## config.mk

```make
export PLATFORM = sky130hd
export DESIGN_NAME = axi_lite_responder_flat
export DESIGN_NICKNAME = d
export VERILOG_FILES = /design/src/rtl/axi_lite_responder_pkg.sv /design/src/rtl/axi_lite_responder_if.sv /design/src/rtl/axi_lite_rd_channel.sv /design/src/rtl/axi_lite_responder.sv /design/src/flat_wrapper.sv
export SDC_FILE = /design/constraint.sdc
export NUM_CORES = 1
export LEC_CHECK = 0
export CORE_MARGIN = 4
export CORE_UTILIZATION = 67
export DETAILED_ROUTE_END_ITERATION = 8
export DONT_BUFFER_PORTS = 1
export PLACE_DENSITY = 0.83
export REMOVE_ABC_BUFFERS = 1
export SYNTH_ARGS = -nofsm -noshare
export SYNTH_HDL_FRONTEND = slang
export SYNTH_SLANG_ARGS = --single-unit
export TNS_END_PERCENT = 10
```

## constraint.sdc

```tcl
create_clock -name clk -period 3.9 [get_ports clk]
set_input_delay 0.39 -clock clk [delete_from_list [all_inputs] [get_ports clk]]
set_output_delay 0.39 -clock clk [all_outputs]
set_load 0.005 [all_outputs]
```

## src/rtl/axi_lite_responder_pkg.sv

```systemverilog
// axi_lite_responder_pkg: response codes, FSM state encodings and strobe
// constant shared by the AXI4-Lite responder and its read channel.
package axi_lite_responder_pkg;

    localparam logic [1:0] RESP_OKAY   = 2'b00;
    localparam logic [1:0] RESP_SLVERR = 2'b10;
    localparam logic [1:0] RESP_DECERR = 2'b11;

    localparam logic [3:0] STRB_FULL = 4'hF;

    typedef enum logic [1:0] {
        W_IDLE  = 2'd0,
        W_ISSUE = 2'd1,
        W_RESP  = 2'd2
    } w_state_t;

    typedef enum logic [1:0] {
        R_IDLE = 2'd0,
        R_WAIT = 2'd1,
        R_RESP = 2'd2
    } r_state_t;

    // A decode error outranks a partial-strobe error.
    function automatic logic [1:0] wr_resp(input logic strb_full, input logic addr_ok);
        if (!addr_ok) begin
            return RESP_DECERR;
        end
        if (!strb_full) begin
            return RESP_SLVERR;
        end
        return RESP_OKAY;
    endfunction

endpackage

```

## src/rtl/axi_lite_responder_if.sv

```systemverilog
// axi_lite_responder_if: AXI4-Lite AW/W/B/AR/R bundle. "slave" is the
// responder's view, "master" the host's view.
interface axi_lite_responder_if #(
    parameter int ADDR_W = 32
) ();
    logic [ADDR_W-1:0] awaddr;
    logic              awvalid;
    logic              awready;
    logic [31:0]       wdata;
    logic [3:0]        wstrb;
    logic              wvalid;
    logic              wready;
    logic [1:0]        bresp;
    logic              bvalid;
    logic              bready;
    logic [ADDR_W-1:0] araddr;
    logic              arvalid;
    logic              arready;
    logic [31:0]       rdata;
    logic [1:0]        rresp;
    logic              rvalid;
    logic              rready;

    modport slave (
        input  awaddr, awvalid, wdata, wstrb, wvalid, bready, araddr, arvalid, rready,
        output awready, wready, bresp, bvalid, arready, rdata, rresp, rvalid
    );

    modport master (
        output awaddr, awvalid, wdata, wstrb, wvalid, bready, araddr, arvalid, rready,
        input  awready, wready, bresp, bvalid, arready, rdata, rresp, rvalid
    );
endinterface

```

## src/rtl/axi_lite_rd_channel.sv

```systemverilog
// axi_lite_rd_channel: AR/R side of the responder. Captures the read address,
// drives the datapath read port for 1+RD_LATENCY cycles, then presents R.
// Decode errors are only produced when AXI_LITE_DECERR_EN is defined.
module axi_lite_rd_channel
    import axi_lite_responder_pkg::*;
#(
    parameter int          ADDR_W        = 32,
    parameter int          RD_LATENCY    = 0,
    parameter logic [31:0] MAX_WORD_ADDR = 32'h0000_021F
) (
    input  logic              clk,
    input  logic              reset,
    input  logic              ready_en,
    input  logic [ADDR_W-1:0] araddr,
    input  logic              arvalid,
    output logic              arready,
    output logic [31:0]       rdata,
    output logic [1:0]        rresp,
    output logic              rvalid,
    input  logic              rready,
    input  logic              hold_launch,
    output logic [31:0]       rd_addr,
    output logic              rd_en,
    input  logic [31:0]       rd_msg
);
    r_state_t          state_reg, state_next;
    logic              have_ar_reg;
    logic [ADDR_W-3:0] ar_word_reg;
    logic [1:0]        cnt_reg;
    logic [31:0]       rd_addr_reg;
    logic              rd_ok_reg;
    logic [31:0]       rdata_reg;
    logic [1:0]        rresp_reg;
    logic              ar_hs;
    logic              launch;
    logic [31:0]       cur_word32;
    logic              cur_addr_ok;
    logic              unused_bits;

    assign arready    = ready_en && (state_reg == R_IDLE) && !have_ar_reg;
    assign ar_hs      = arvalid && arready;
    assign cur_word32 = ar_hs ? 32'(araddr[ADDR_W-1:2]) : 32'(ar_word_reg);

`ifdef AXI_LITE_DECERR_EN
    assign cur_addr_ok = (cur_word32 <= MAX_WORD_ADDR);
    assign unused_bits = ^araddr[1:0];
`else
    // The range limit only matters when decode errors are enabled.
    assign cur_addr_ok = 1'b1;
    assign unused_bits = ^{araddr[1:0], cur_word32 > MAX_WORD_ADDR};
`endif

    assign rd_en   = (state_reg == R_WAIT) && rd_ok_reg;
    assign rd_addr = rd_addr_reg;
    assign rvalid  = (state_reg == R_RESP);
    assign rdata   = rdata_reg;
    assign rresp   = rresp_reg;

    // Read FSM state register.
    always_ff @(posedge clk or negedge reset) begin
        if (!reset) begin
            state_reg <= R_IDLE;
        end else begin
            state_reg <= state_next;
        end
    end

    // Next state: a launch waits one cycle when a write issues alongside it.
    always_comb begin
        state_next = state_reg;
        launch     = 1'b0;
        case (state_reg)
            R_IDLE: begin
                if ((have_ar_reg || ar_hs) && !hold_launch) begin
                    launch     = 1'b1;
                    state_next = R_WAIT;
                end
            end
            R_WAIT: begin
                if (cnt_reg == 2'd0) begin
                    state_next = R_RESP;
                end
            end
            R_RESP: begin
                if (rready) begin
                    state_next = R_IDLE;
                end
            end
            default: state_next = R_IDLE;
        endcase
    end

    // Address capture, latency countdown and read-data sampling.
    always_ff @(posedge clk or negedge reset) begin
        if (!reset) begin
            have_ar_reg <= 1'b0;
            ar_word_reg <= '0;
            cnt_reg     <= 2'd0;
            rd_addr_reg <= 32'h0;
            rd_ok_reg   <= 1'b0;
            rdata_reg   <= 32'h0;
            rresp_reg   <= RESP_OKAY;
        end else begin
            if (ar_hs) begin
                ar_word_reg <= araddr[ADDR_W-1:2];
                have_ar_reg <= 1'b1;
            end
            if (launch) begin
                have_ar_reg <= 1'b0;
                cnt_reg     <= 2'(RD_LATENCY);
                rd_ok_reg   <= cur_addr_ok;
                rresp_reg   <= cur_addr_ok ? RESP_OKAY : RESP_DECERR;
                if (cur_addr_ok) begin
                    rd_addr_reg <= cur_word32;
                end
            end else if ((state_reg == R_WAIT) && (cnt_reg != 2'd0)) begin
                cnt_reg <= cnt_reg - 2'd1;
            end
            if ((state_reg == R_WAIT) && (cnt_reg == 2'd0)) begin
                rdata_reg <= rd_ok_reg ? rd_msg : 32'h0;
            end
        end
    end

endmodule

```

## src/rtl/axi_lite_responder.sv

```systemverilog
// axi_lite_responder: AXI4-Lite slave front-end turning AW/W/B and AR/R into a
// word-addressed register port. The write FSM lives here; the read FSM is in
// axi_lite_rd_channel. Optional AXI_LITE_DECERR_EN answers addresses above
// MAX_WORD_ADDR with DECERR instead of touching the datapath.
module axi_lite_responder
    import axi_lite_responder_pkg::*;
#(
    parameter int          ADDR_W        = 32,
    parameter int          RD_LATENCY    = 0,
    parameter logic [31:0] MAX_WORD_ADDR = 32'h0000_021F
) (
    input  logic                clk,
    input  logic                reset,
    axi_lite_responder_if.slave s_axi,
    output logic [31:0]         axi_wr_addr,
    output logic [31:0]         axi_wr_msg,
    output logic                axi_wr_en,
    output logic [31:0]         axi_rd_addr,
    output logic                axi_rd_en,
    input  logic [31:0]         axi_rd_msg
);
    w_state_t          w_state_reg, w_state_next;
    logic              active_reg;
    logic              have_aw_reg, have_w_reg;
    logic [ADDR_W-3:0] aw_word_reg;
    logic [31:0]       wdata_reg;
    logic [3:0]        wstrb_reg;
    logic [31:0]       wr_addr_reg, wr_msg_reg;
    logic              wr_en_reg;
    logic [1:0]        bresp_reg;
    logic              awready_int, wready_int;
    logic              aw_hs, w_hs, issue_go;
    logic [31:0]       cur_word32, cur_data;
    logic              cur_strb_full, cur_addr_ok;
    logic              unused_addr_bits;

    // Readies depend only on registered state; active_reg keeps them low in reset.
    assign awready_int = active_reg && (w_state_reg == W_IDLE) && !have_aw_reg;
    assign wready_int  = active_reg && (w_state_reg == W_IDLE) && !have_w_reg;
    assign aw_hs       = s_axi.awvalid && awready_int;
    assign w_hs        = s_axi.wvalid && wready_int;

    // Same-cycle handshakes feed the issue directly to save a cycle.
    assign cur_word32    = aw_hs ? 32'(s_axi.awaddr[ADDR_W-1:2]) : 32'(aw_word_reg);
    assign cur_data      = w_hs ? s_axi.wdata : wdata_reg;
    assign cur_strb_full = (w_hs ? s_axi.wstrb : wstrb_reg) == STRB_FULL;
    assign unused_addr_bits = ^s_axi.awaddr[1:0];

`ifdef AXI_LITE_DECERR_EN
    assign cur_addr_ok = (cur_word32 <= MAX_WORD_ADDR);
`else
    assign cur_addr_ok = 1'b1;
`endif

    assign s_axi.awready = awready_int;
    assign s_axi.wready  = wready_int;
    assign s_axi.bvalid  = (w_state_reg == W_RESP);
    assign s_axi.bresp   = bresp_reg;
    assign axi_wr_addr   = wr_addr_reg;
    assign axi_wr_msg    = wr_msg_reg;
    assign axi_wr_en     = wr_en_reg;

    // Write FSM state register.
    always_ff @(posedge clk or negedge reset) begin
        if (!reset) begin
            w_state_reg <= W_IDLE;
        end else begin
            w_state_reg <= w_state_next;
        end
    end

    // Next state: issue once both AW and W are held (or arriving now).
    always_comb begin
        w_state_next = w_state_reg;
        issue_go     = 1'b0;
        case (w_state_reg)
            W_IDLE: begin
                if ((have_aw_reg || aw_hs) && (have_w_reg || w_hs)) begin
                    issue_go     = 1'b1;
                    w_state_next = W_ISSUE;
                end
            end
            W_ISSUE: w_state_next = W_RESP;
            W_RESP: begin
                if (s_axi.bready) begin
                    w_state_next = W_IDLE;
                end
            end
            default: w_state_next = W_IDLE;
        endcase
    end

    // AW/W capture, registered write port and response code.
    always_ff @(posedge clk or negedge reset) begin
        if (!reset) begin
            active_reg  <= 1'b0;
            have_aw_reg <= 1'b0;
            have_w_reg  <= 1'b0;
            aw_word_reg <= '0;
            wdata_reg   <= 32'h0;
            wstrb_reg   <= 4'h0;
            wr_en_reg   <= 1'b0;
            wr_addr_reg <= 32'h0;
            wr_msg_reg  <= 32'h0;
            bresp_reg   <= RESP_OKAY;
        end else begin
            active_reg <= 1'b1;
            wr_en_reg  <= 1'b0;
            if (aw_hs) begin
                have_aw_reg <= 1'b1;
                aw_word_reg <= s_axi.awaddr[ADDR_W-1:2];
            end
            if (w_hs) begin
                have_w_reg <= 1'b1;
                wdata_reg  <= s_axi.wdata;
                wstrb_reg  <= s_axi.wstrb;
            end
            if (issue_go) begin
                bresp_reg <= wr_resp(cur_strb_full, cur_addr_ok);
                if (cur_strb_full && cur_addr_ok) begin
                    wr_en_reg   <= 1'b1;
                    wr_addr_reg <= cur_word32;
                    wr_msg_reg  <= cur_data;
                end
            end
            if ((w_state_reg == W_RESP) && s_axi.bready) begin
                have_aw_reg <= 1'b0;
                have_w_reg  <= 1'b0;
            end
        end
    end

    axi_lite_rd_channel #(
        .ADDR_W        (ADDR_W),
        .RD_LATENCY    (RD_LATENCY),
        .MAX_WORD_ADDR (MAX_WORD_ADDR)
    ) u_rd_channel (
        .clk         (clk),
        .reset       (reset),
        .ready_en    (active_reg),
        .araddr      (s_axi.araddr),
        .arvalid     (s_axi.arvalid),
        .arready     (s_axi.arready),
        .rdata       (s_axi.rdata),
        .rresp       (s_axi.rresp),
        .rvalid      (s_axi.rvalid),
        .rready      (s_axi.rready),
        .hold_launch (issue_go),
        .rd_addr     (axi_rd_addr),
        .rd_en       (axi_rd_en),
        .rd_msg      (axi_rd_msg)
    );

endmodule

```

## src/flat_wrapper.sv

```systemverilog
// flat-port wrapper written by rule: the top's interface ports become plain ports
module axi_lite_responder_flat import axi_lite_responder_pkg::*;
#(
    parameter int          ADDR_W        = 32,
    parameter int          RD_LATENCY    = 0,
    parameter logic [31:0] MAX_WORD_ADDR = 32'h0000_021F
)
  (clk, reset, axi_wr_addr, axi_wr_msg, axi_wr_en, axi_rd_addr, axi_rd_en, axi_rd_msg, s_axi_awaddr, s_axi_awvalid, s_axi_wdata, s_axi_wstrb, s_axi_wvalid, s_axi_bready, s_axi_araddr, s_axi_arvalid, s_axi_rready, s_axi_awready, s_axi_wready, s_axi_bresp, s_axi_bvalid, s_axi_arready, s_axi_rdata, s_axi_rresp, s_axi_rvalid);
  axi_lite_responder_if #(.ADDR_W(ADDR_W)) s_axi_i ();
  input  logic clk;
  input  logic reset;
  output logic [31:0] axi_wr_addr;
  output logic [31:0] axi_wr_msg;
  output logic axi_wr_en;
  output logic [31:0] axi_rd_addr;
  output logic axi_rd_en;
  input  logic [31:0] axi_rd_msg;
  input wire logic [$bits(s_axi_i.awaddr)-1:0] s_axi_awaddr;
  input wire logic [$bits(s_axi_i.awvalid)-1:0] s_axi_awvalid;
  input wire logic [$bits(s_axi_i.wdata)-1:0] s_axi_wdata;
  input wire logic [$bits(s_axi_i.wstrb)-1:0] s_axi_wstrb;
  input wire logic [$bits(s_axi_i.wvalid)-1:0] s_axi_wvalid;
  input wire logic [$bits(s_axi_i.bready)-1:0] s_axi_bready;
  input wire logic [$bits(s_axi_i.araddr)-1:0] s_axi_araddr;
  input wire logic [$bits(s_axi_i.arvalid)-1:0] s_axi_arvalid;
  input wire logic [$bits(s_axi_i.rready)-1:0] s_axi_rready;
  output wire logic [$bits(s_axi_i.awready)-1:0] s_axi_awready;
  output wire logic [$bits(s_axi_i.wready)-1:0] s_axi_wready;
  output wire logic [$bits(s_axi_i.bresp)-1:0] s_axi_bresp;
  output wire logic [$bits(s_axi_i.bvalid)-1:0] s_axi_bvalid;
  output wire logic [$bits(s_axi_i.arready)-1:0] s_axi_arready;
  output wire logic [$bits(s_axi_i.rdata)-1:0] s_axi_rdata;
  output wire logic [$bits(s_axi_i.rresp)-1:0] s_axi_rresp;
  output wire logic [$bits(s_axi_i.rvalid)-1:0] s_axi_rvalid;
  assign s_axi_i.awaddr = s_axi_awaddr;
  assign s_axi_i.awvalid = s_axi_awvalid;
  assign s_axi_i.wdata = s_axi_wdata;
  assign s_axi_i.wstrb = s_axi_wstrb;
  assign s_axi_i.wvalid = s_axi_wvalid;
  assign s_axi_i.bready = s_axi_bready;
  assign s_axi_i.araddr = s_axi_araddr;
  assign s_axi_i.arvalid = s_axi_arvalid;
  assign s_axi_i.rready = s_axi_rready;
  assign s_axi_awready = s_axi_i.awready;
  assign s_axi_wready = s_axi_i.wready;
  assign s_axi_bresp = s_axi_i.bresp;
  assign s_axi_bvalid = s_axi_i.bvalid;
  assign s_axi_arready = s_axi_i.arready;
  assign s_axi_rdata = s_axi_i.rdata;
  assign s_axi_rresp = s_axi_i.rresp;
  assign s_axi_rvalid = s_axi_i.rvalid;
  axi_lite_responder #(.ADDR_W(ADDR_W), .RD_LATENCY(RD_LATENCY), .MAX_WORD_ADDR(MAX_WORD_ADDR)) u_core (.clk(clk), .reset(reset), .s_axi(s_axi_i), .axi_wr_addr(axi_wr_addr), .axi_wr_msg(axi_wr_msg), .axi_wr_en(axi_wr_en), .axi_rd_addr(axi_rd_addr), .axi_rd_en(axi_rd_en), .axi_rd_msg(axi_rd_msg));
endmodule
```

==> summary.txt, run 1 <==
Status
  • Status: complete, but fails checks
  • Failing checks: negative hold slack

Min path
  • Worst min path class: input port to asynchronous set/reset pin

Layout
  • Share of cells above drive strength 1: 39.0%
  • Fillcell total: 795
  • Ant diodes: 0
  • # nets final: 744
  • Area growth from synthesis to layout: 8.47%
  • Fin util: 74.8%
  • Final instance area: 0.00999 sq mm

Route
  • Vias/cell: 5.82
  • Drt drc: 0
  • ANT nets after route: 0
  • Routed WL: 17.5 mm
  • Pre-Repair DR Iteration Count: 4
  • Avg WL per Cell: 22.1 microns
  • Initial drt markers: 264
  • Via count: 4621

Timing
  • Total negative setup slack: 0 ps
  • Max Fclk: 357 MHz
  • Least-Margin Pin Slew: 1020 ps
  • Slew margin rel.: 32.1%
  • Worst hold slack: -393 ps
  • Fin. max-slew vios: 0
  • RSZ-0062 raised after global routing: no
  • Min cycle time layout: 2800 ps
  • Part of the cycle the worst path needs: 71.7%
  • Final hold vios: 233
  • Setup-failing EPs final: 0
  • Clk_skew: 13.7 ps

Floorplanning
  • Die ar.: 0.0157 sq mm
  • Number of cell rows: 42
  • Die height: 125 microns
  • Initial Util: 69.0%
  • Core Box Area: 0.0133 sq mm
  • Ports: 278
  • Die W: 125 microns

Placed design
  • I/O Buffers: 0
  • Placed cell area: 0.00923 sq mm
  • DP HPWL: 12.0 mm
  • Routability cong.: 0.815

Global routing
  • Largest net degree at the start of global routing: 234
  • Total GRT Usage: 21.9%
  • Grt ovf: 0
  • Initial antenna violation count: 1
  • Vias in the first global route: 5054
  • First-pass GRT wire length: 27.9 mm

Yosys
  • Main area contributors after synthesis: dfrtp_1, mux2_2, mux2_4
  • Synth Flop Type: dfrtp_1
  • Synth async-reset ratio: 100%
  • Post-synth top area cell: dfrtp_1
  • Yosys cell types: 34
  • Mapped Avg Cell Area: 15.4 sq um
  • Cells after Synth: 599
  • Warnings from Yosys: 0
  • EDFF count, synth: 0
  • #FFs+latches synth: 233
  • Post-synthesis cell area: 0.00921 sq mm
  • Area fraction of the dominant cell type after synthesis: 63.3%
  • Seq/Total Area, Yosys: 63.3%

Power
  • Pwr Density: 847 mW/mm^2
  • Lkg Pwr: 4.66 nW
  • Worst VDD drop: 512 uV

Worst setup path
  • Crit path launch type: register
  • Crit path max fanout: 33
  • CP required: 4270 ps
  • Setup CP Type: register to register
  • Launch point of the critical path: u_core.w_state_reg[1]
  • Crit. End Element: register
  • Worst flop-to-flop path endpoint: u_core.axi_wr_addr[7]
  • R2r setup slk: 1100 ps
  • Reg2reg path depth: 6
  • Crit path capture: u_core.axi_wr_addr[7]
  • R2R Path Start: u_core.w_state_reg[1]
  • Crit path DAT: 3170 ps

Clocking
  • CTS Hold Bufs: 2
  • Clock Sinks: 233
  • Clk buf depth: 3
  • Clk slew on worst S/H paths: 60 ps
  • Clock network latency to the later pin of the worst-skew pair: 490 ps
  • Cts repair resizes: 0
  • Setup bufs post-CTS: 0
  • Clk root buf: clkbuf_16
  • H-tree Lvls: 1
  • Total CTS buffers: 23
  • CTS tree: yes

Run
  • Max-cap viol count: 0
-- critical path: stages, from the launching register on --
cell and delay, ps:
dfrtp_1 470, nand4bb_4 290, a2111oi_4 350, buf_4 210
o21a_4 560, buf_4 440, mux2_4 330
-- how the worst min path moves through the flow --
| stage | slack (ps) | end | cells past startpoint |
|---|---|---|---|
| CTS | -410 | u_core.aw_word_reg[8] | 0 |
| floorplan | 90 | u_core.active_reg | 0 |
| global placement | 100 | u_core.axi_wr_msg[6] | 0 |
| detailed placement | 100 | u_core.axi_wr_msg[6] | 0 |
| finish | -390 | u_core.wdata_reg[25] | 0 |
| global route | -420 | u_core.axi_wr_msg[6] | 0 |
-- metal layers --
metal / GRT usage (%) / vias to the layer above / wire length [microns]
li1: - / 2041 / -
met1: 28.1 / 2354 / 6830
met2: 36.6 / 199 / 8610
met3: 7.93 / 25 / 1820
met4: 4.46 / 2 / 269
met5: 0 / - / 16
-- through the flow --
| stage | hold slack, ps | power, mW | cells | setup WS [ps] |
|---|---|---|---|---|
| final | -393 | 8.45 | 794 | 1100 |
| after global routing | -420 | 8.97 | 794 | 967 |
| after CTS | -414 | 8.55 | 794 | 1090 |
| after detailed placement | 99.8 | 6.40 | 753 | 1110 |
| after global placement | 99.3 | 6.19 | 753 | 1180 |
| after floorplan | 94.4 | 5.79 | 568 | 1290 |
-- logic make-up (layout without fill, tap and decap cells) --
kind of cell,count (synthesis),after routing,synth area share (%)
buffers and inverters,42,55,3.32
AOI/OAI and AO/OA,43,43,2.75
muxes,188,188,25.4
xor gates and xnor gates,1,1,0.0952
adders and majority gates,1,1,0.136
DFF,233,233,63.3
other,2,8,0.0816
and+or+nand+nor,89,89,4.93
-- layout make-up --
cell class / count / area (sq um) / share of cell area (%)
Clock inverter: 7 / 66.3 / 0.664
Tap cell: 176 / 220 / 2.21
Timing Repair Buffer: 11 / 87.6 / 0.877
Clock buffer: 32 / 669 / 6.70
Inverter: 5 / 18.8 / 0.188
Sequential cell: 233 / 5830 / 58.4
Multi-Input combinational cell: 330 / 3090 / 31.0
-- cell usage after synthesis (all sizes together), types with 2 or more instances --
cell    instances
dfrtp         233
mux2          188
nand2          67
o21ai          34
buf            20
clkbuf         17
a21oi           5
inv             5
nor2            5
nor4b           3
conb            2
nand2b          2
or2             2
-- placed cells by master (no fill, tap or decap), types with 2 or more instances in the layout --
| master | count |
|---|---|
| conb_1 | 8 |
| nor4b_2 | 2 |
| a21oi_1 | 5 |
| nand2_1 | 67 |
| nor2_1 | 5 |
| mux2_2 | 129 |
| nand2b_1 | 2 |
| dfrtp_1 | 233 |
| mux2_4 | 58 |
| buf_4 | 9 |
| inv_1 | 5 |
| clkbuf_1 | 3 |
| clkbuf_8 | 6 |
| clkbuf_16 | 23 |
| dlygate4sd3_1 | 2 |
| clkinv_2 | 4 |
| or2_2 | 2 |
| o21ai_0 | 34 |
-- power by group --
group          leakage (nW)  switching (mW)  internal [mW]
combinational          1.40           0.801           1.22
clock                 0.365           0.849           1.26
sequential             2.89           0.750           3.58
total                  4.66            2.40           6.05
Note: power is estimated with default switching activity, not from simulation.
==> run 2, diff against run 1 <==
Settings changed: CORE_UTILIZATION 67 to 63, PLACE_DENSITY 0.83 to 0.79.
Clock period 3.9 ns to 2.9 ns, I/O delays scaled along.
==> summary.txt, run 2 (synthesis results as in run 1) <==
Clocking
  • Clock Sinks: 233 (unchanged)
  • Clk slew on worst S/H paths: 60 ps (about the same)
  • CTS tree: yes (unchanged)
  • Clock network latency to the later pin of the worst-skew pair: 490 ps (about the same)
  • Total CTS buffers: 23 (unchanged)
  • CTS Hold Bufs: 132 (was 2)
  • Cts repair resizes: 0 (unchanged)
  • Clk buf depth: 3 (unchanged)
  • Setup bufs post-CTS: 0 (unchanged)
  • H-tree Lvls: 1 (unchanged)
  • Clk root buf: clkbuf_16 (unchanged)

Status
  • Status: complete, but fails checks (unchanged)
  • Failing checks: negative hold slack (unchanged)

Floorplanning
  • Core Box Area: 0.0141 sq mm (was 0.0133 sq mm)
  • Number of cell rows: 43 (was 42)
  • Die ar.: 0.0166 sq mm (was 0.0157 sq mm)
  • Die W: 129 microns (was 125 microns)
  • Ports: 278 (unchanged)
  • Initial Util: 65.3% (was 69.0%)
  • Die height: 129 microns (was 125 microns)

Global routing
  • First-pass GRT wire length: 33.4 mm (was 27.9 mm)
  • Total GRT Usage: 25.8% (was 21.9%)
  • Largest net degree at the start of global routing: 234 (unchanged)
  • Grt ovf: 0 (unchanged)
  • Vias in the first global route: 6043 (was 5054)
  • Initial antenna violation count: 0 (was 1)

Timing
  • Total negative setup slack: 0 ps (unchanged)
  • Final hold vios: 233 (unchanged)
  • Setup-failing EPs final: 0 (unchanged)
  • Max Fclk: 416 MHz (was 357 MHz)
  • Part of the cycle the worst path needs: 83.0% (was 71.7%)
  • Fin. max-slew vios: 0 (unchanged)
  • Min cycle time layout: 2410 ps (was 2800 ps)
  • Clk_skew: 13.4 ps (was 13.7 ps)
  • RSZ-0062 raised after global routing: no (unchanged)
  • Least-Margin Pin Slew: 1030 ps (was 1020 ps)
  • Final Worst Setup Slack: 494 ps (was 1100 ps)
  • Worst hold slack: -507 ps (was -393 ps)
  • Slew margin rel.: 31.4% (was 32.1%)

Power
  • Pint: 8.46 mW (was 6.05 mW)
  • Power Total: 12.0 mW (was 8.45 mW)
  • Clock power share: 25.3% (was 24.9%)
  • Switch Pwr: 3.50 mW (was 2.40 mW)
  • Lkg Pwr: 5.25 nW (was 4.66 nW)
  • Worst VDD drop: 685 uV (was 512 uV)
  • Pwr Density: 1050 mW/mm^2 (was 847 mW/mm^2)
  • Net Sw Frac: 29.3% (was 28.4%)
  • Sequential power share: 49.4% (was 51.2%)
  • Power share of the combinational group: 25.3% (was 23.9%)

Worst setup path
  • Crit path DAT: 2780 ps (was 3170 ps)
  • Setup CP Type: register to register (unchanged)
  • CP required: 3270 ps (was 4270 ps)
  • Crit. End Element: register (unchanged)
  • Crit path launch type: register (unchanged)
  • Crit path max fanout: 21 (was 33)

Route
  • Via count: 5251 (was 4621)
  • Drt drc: 0 (unchanged)
  • Routed WL: 21.5 mm (was 17.5 mm)
  • Avg WL per Cell: 23.0 microns (was 22.1 microns)
  • Vias/cell: 5.62 (was 5.82)
  • ANT nets after route: 0 (unchanged)
  • Pre-Repair DR Iteration Count: 6 (was 4)
  • Initial drt markers: 234 (was 264)

Placed design
  • I/O Buffers: 0 (unchanged)
  • Placed cell area: 0.00930 sq mm (was 0.00923 sq mm)
  • Routability cong.: 0.790 (was 0.815)
  • DP HPWL: 12.3 mm (was 12.0 mm)
  • Placed cell count: 760 (was 753)
  • Setup WS pre-CTS: 545 ps (was 1110 ps)

Layout
  • Ant diodes: 0 (unchanged)
  • Most frequent cells in the layout: dfrtp_1, dlygate4sd3_1, mux2_2 (was dfrtp_1, mux2_2, nand2_1)
  • Layout Cells excl Fill: 934 (was 794)
  • # nets final: 877 (was 744)
  • Commonest non-fill, non-tap cell in the layout: dfrtp_1 (unchanged)
  • Area growth from synthesis to layout: 23.9% (was 8.47%)
  • Final instance area: 0.0114 sq mm (was 0.00999 sq mm)
  • Share of cells above drive strength 1: 32.4% (was 39.0%)
  • Fin util: 80.9% (was 74.8%)

Run
  • Max-cap viol count: 0 (unchanged)

Min path
  • Worst min path class: input port to asynchronous set/reset pin (unchanged)
## run 2: changes by cell type in the layout (fill, tap and decap cells not counted), moves of 2 or more
cell and change:
clkbuf_8 +2, buf_12 +3, dlygate4sd3_1 +130, clkinv_2 -2, clkbuf_1 +3
## run 2: layout make-up
cell class / count / area, sq um
fillers: 678 / 2690
clock buffers: 37 / 708
repair buffers: 144 / 1450
flip-flops and latches: 233 / 5830
inverters: 5 / 18.8
well taps: 180 / 225
multi-input cells: 330 / 3090
clock inverters: 5 / 78.8
## run 2: layer usage
layer,wire length [microns],global-route usage [%]
met5,0,0
met1,7720,29.7
met4,482,6.67
met2,11200,46.3
met3,2090,8.76
## run 2: critical path, stage by stage (launching register included)
cell and delay, ps:
dfrtp_1 480, nor4b_4 500, and3_1 260, o21a_4 410, buf_4 300, mux2_4 330
## run 2: worst paths after layout
kind / start / endpoint / slack [ps] / cells past startpoint
setup reg to reg: u_core.w_state_reg[0] / u_core.axi_wr_msg[5] / 490 / 5
setup / recovery: u_core.w_state_reg[0] / u_core.axi_wr_msg[5] / 490 / 5
hold / removal: reset / u_core.axi_wr_addr[9] / -510 / 0
hold reg to reg: u_core.u_rd_channel.ar_word_reg[25] / u_core.u_rd_channel.ar_word_reg[25] / 490 / 1
max in group asynchronous: reset / u_core.wdata_reg[17] / 3060 / 0
min in group clk: s_axi_arvalid / u_core.u_rd_channel.have_ar_reg / 20 / 2
## run 2: power by group through the flow
stage          clock (mW)  sequential, mW  combinational, mW
3_5_place_dp            0            5.88               2.78
6_report             3.03            5.90               3.03
3_3_place_gp            0            5.80               2.57
4_1_cts              3.08            5.86               2.95
5_1_grt              3.24            6.07               3.32
2_1_floorplan           0            5.49               2.31
